==> src/rtl/reg_file_16x8.sv <==
// ---------------------------------------------------------------------------
// reg_file_16x8
//   Sixteen-entry by WIDTH-bit register file. Entries 0-7 are the
//   architectural registers R0-R7. Entries 8-15 are microcode temporaries
//   that only the AX/BX/DX microinstruction fields can reach.
//
//   Ports: one synchronous write port (RW/DA/D_in), two combinational
//   operand read ports (AA->A_data, BA->B_data) and one combinational
//   debug read port (dbg_addr->dbg_data) for the board display.
//   wr_count counts committed writes and wraps at 8 bits.
//
//   Handshake: there is none. A write is committed on every rising clk
//   edge where rst_n is high and RW is high. No ready/valid pair exists,
//   so the block can never stall.
//
//   Configuration macro: REGFILE_BYPASS_EN
//     defined   - A_data and B_data forward D_in in the same cycle when
//                 RW=1 and their read address equals DA. dbg_data is never
//                 forwarded.
//     undefined - all read ports return the stored array value, so a
//                 same-cycle read of DA shows the old contents until the
//                 clock edge.
//
//   Reset: asynchronous and active-low. It clears every entry and
//   wr_count immediately, and it wins over a write on the same edge.
// ---------------------------------------------------------------------------
module reg_file_16x8 #(
   parameter int WIDTH      = 8,
   parameter int DEPTH_LOG2 = 4
) (
   input  logic                  clk,
   input  logic                  rst_n,
   input  logic                  RW,
   input  logic [DEPTH_LOG2-1:0] DA,
   input  logic [DEPTH_LOG2-1:0] AA,
   input  logic [DEPTH_LOG2-1:0] BA,
   input  logic [WIDTH-1:0]      D_in,
   output logic [WIDTH-1:0]      A_data,
   output logic [WIDTH-1:0]      B_data,
   input  logic [DEPTH_LOG2-1:0] dbg_addr,
   output logic [WIDTH-1:0]      dbg_data,
   output logic [7:0]            wr_count
);

   localparam int DEPTH = 1 << DEPTH_LOG2;

   // Storage array. No hardwired-zero entry: R0 is an ordinary register.
   logic [WIDTH-1:0] regs [DEPTH];
   logic [7:0]       wr_count_q;

   // Write port and write counter. Reset clears everything at once.
   always_ff @(posedge clk or negedge rst_n) begin
      if (!rst_n) begin
         for (int i = 0; i < DEPTH; i++) begin
            regs[i] <= '0;
         end
         wr_count_q <= '0;
      end else if (RW) begin
         regs[DA]   <= D_in;
         wr_count_q <= wr_count_q + 8'd1;
      end
   end

   // Operand read ports, with optional same-cycle write-through forwarding.
   always_comb begin
      A_data = regs[AA];
      B_data = regs[BA];
`ifdef REGFILE_BYPASS_EN
      if (RW && (AA == DA)) A_data = D_in;
      if (RW && (BA == DA)) B_data = D_in;
`endif
   end

   // The debug port always shows the stored value and is never forwarded.
   always_comb begin
      dbg_data = regs[dbg_addr];
   end

   assign wr_count = wr_count_q;

endmodule

==> config.mk <==
export PLATFORM = sky130hd
export DESIGN_NAME = reg_file_16x8
export DESIGN_NICKNAME = d
export VERILOG_FILES = /design/src/rtl/reg_file_16x8.sv
export SDC_FILE = /design/constraint.sdc
export NUM_CORES = 1
export LEC_CHECK = 0
export CORE_UTILIZATION = 64
export DETAILED_ROUTE_END_ITERATION = 8
export PLACE_DENSITY = 0.86
export SYNTH_ARGS = -nofsm -noshare
export SYNTH_HDL_FRONTEND = slang
export SYNTH_SLANG_ARGS = --single-unit
==> constraint.sdc <==
create_clock -name clk -period 5.54 [get_ports clk]
set_input_delay 1.662 -clock clk [delete_from_list [all_inputs] [get_ports clk]]
set_output_delay 1.662 -clock clk [all_outputs]
set_load 0.02 [all_outputs]
==> metrics.cfg <==
[route]
drt_wl_total_um=22800
dr.pass1.iters=5
wl_per_cell_um=29.5
initialDrtViolationCount=619
drc=0
vias=5725
ant_nets=0
vias_per_cell=7.39

[worst_setup_path]
worstSetupPathType=input pin to output port
worstRegToRegCells=3
cp_max_fo=14
endpoint=A_data[5]
timing.rr.start=wr_count[2]
start_kind=input pin
critPathLaunch=AA[1]
arrival_ns=3.70
rrSetupSlack_ns=4.44
critPathRequiredTime_ns=3.88
crit_path_end_kind=output port
r2r_end=wr_count[5]

[synth]
avgSynthCellArea_um2=15.2
synth_top_area_share_pct=42.1
synth_flop_cell=dfrtp_1
synthesis.area_mm2=0.00808
synth_edf_count=0
synth_seq_cells=136
syn-instance-count=531
yosys-top-cells-count=136 x dfrtp_1, 105 x mux2_2, 96 x mux4_2
seq_area_frac_synth_pct=42.1
yosysTopAreaCell=dfrtp_1
synthArstFlopShare_pct=100
synth.area.top_cells=dfrtp_1 42%, mux4_2 27%, mux2_2 15%
yosysUniqueCellTypes=26
post-synth-top-count-cell=dfrtp_1
synth_nets=559
yosysWarnings=0

[placed_design]
dpl.hpwl_um=14300
io_buffers=58
place_congestion=0.882

[global_route]
grt_pass1_wl_um=35200
gr-total-overflow=0
antenna_found_initial=0
grt_pass1_vias=6037
grt_util_all_layers_pct=38.3
grt_max_degree=106

[timing]
fmax_mhz=187
rsz0062_at_grt=false
worstMarginPinSlew_ns=0.975
hold_viol=0
skew_ns=0.00312
timing.slew.headroom_pct=35.0
fin_crit_sh_pct=96.8
min_period_ns=5.36
tns_ns=0
setup_viol=0
slew_violations=0

[die]
die_area_mm2=0.0131
rows=40
design.core.area_mm2=0.0122
io_pins=59
die_h_um=114
initial_core_util_pct=66.5
dieWidth_um=114

[power_and_ir_drop]
p_leak_uw=0.00394
ir_drop_mv=0.321
power_density_mw_per_mm2=397

[cts]
cts_resized=0
post_cts_buffers=0
cts_hold_buf=0
worst_setup_hold_path_clk_slew_ns=0.06
cts_tree=yes
h-tree-depth=4
root_buffer=clkbuf_16
clkLatencyLatePin_ns=0.43
cts_buffers=17
clockBufferDepth=2
cts.sinks=136

[run]
drv_cap=0

[outcome]
outcome=completed

[cells_and_area]
final_util_pct=79.0
insertedDiodeCount=0
nets=622
drive_gt1_share_pct=47.3
layout-area-overhead-vs-synth_pct=18.9

[min_path]
hold_path_class=flip-flop to flip-flop

[layer usage]
metal,track usage [%],up-vias,part of all wire (%)
met5,0,-,0
met3,11.7,91,10
met4,20.8,0,4.5
li1,-,2247,-
met1,50.1,2962,37
met2,58.3,425,48
[worst max-delay path, stage by stage]
cell and delay (ns):
clkdlybuf4s50_1 0.60, buf_12 0.20, mux4_2 0.31, a22oi_1 0.23
nand2_1 0.13, clkdlybuf4s50_1 0.56
[cell usage in the layout (no fill, tap or decap), types with 3 or more instances in the layout]
| master | n |
|---|---|
| dfrtp_1 | 136 |
| mux2_2 | 105 |
| mux4_2 | 96 |
| clkdlybuf4s50_1 | 54 |
| a22oi_1 | 48 |
| nand2_1 | 28 |
| buf_4 | 23 |
| clkbuf_16 | 17 |
| mux2_1 | 16 |
| nor2_2 | 9 |
| mux2_4 | 8 |
| buf_12 | 8 |
| nor2b_1 | 7 |
| nor2_1 | 6 |
| bufinv_16 | 5 |
| nand2b_1 | 4 |
| nand4_1 | 4 |
| xnor2_1 | 4 |
| clkinv_2 | 4 |
| and2_1 | 3 |
| or3_1 | 3 |
| xor2_1 | 3 |
| buf_2 | 3 |
[sequential cells by signal (all words and copies together) (netlist names)]
signal,count
regs,128
wr_count,8
[kinds of logic (layout without fill, tap and decap cells)]
family	after synthesis	count (layout)	synth area share, %
xor gates and xnor gates	7	7	0.759
DFF	136	136	42.1
buffers and inverters	45	121	2.68
adders and majority gates	1	1	0.155
and+or+nand+nor	69	69	4.75
AOI/OAI and AO/OA	48	48	4.46
muxes	225	225	45.1
[power breakdown]
part	total, uW	leakage, uW	internal, uW	switching [uW]
combinational	1090	0.00197	662	425
clock	1230	0.000307	795	434
sequential	1500	0.00167	1240	265
[worst min-delay path by stage]
stage / slack (ns) / cells after the start / endpoint / from
floorplan: 0.50 / 1 / regs[56] / regs[56]
detailed placement: 0.46 / 1 / wr_count[7] / wr_count[7]
global route: 0.50 / 1 / wr_count[7] / wr_count[7]
CTS: 0.50 / 1 / wr_count[7] / wr_count[7]
finish: 0.49 / 1 / wr_count[7] / wr_count[7]
global placement: 0.45 / 1 / wr_count[7] / wr_count[7]
[cell type report]
cell class,instances,area [um2]
multi-input cells,350,4460
flip-flops and latches,136,3400
fillers,704,2550
repair buffers,89,900
clock buffers,19,433
well taps,168,210
clock inverters,13,203
[metrics by stage]
step                std cells  worst slack, ns  hold WS [ns]  instance area, um2  power [uW]
floorplan                 531            0.958         0.495                8080        2170
detailed placement        743            0.222         0.461                8980        2570
global route              775            0.100         0.504                9610        3950
finish                    775            0.179         0.491                9610        3820
global placement          743            0.226         0.454                8980        2500
CTS                       775            0.181         0.497                9610        3810
No activity file was read; power rests on OpenSTA's default activity.
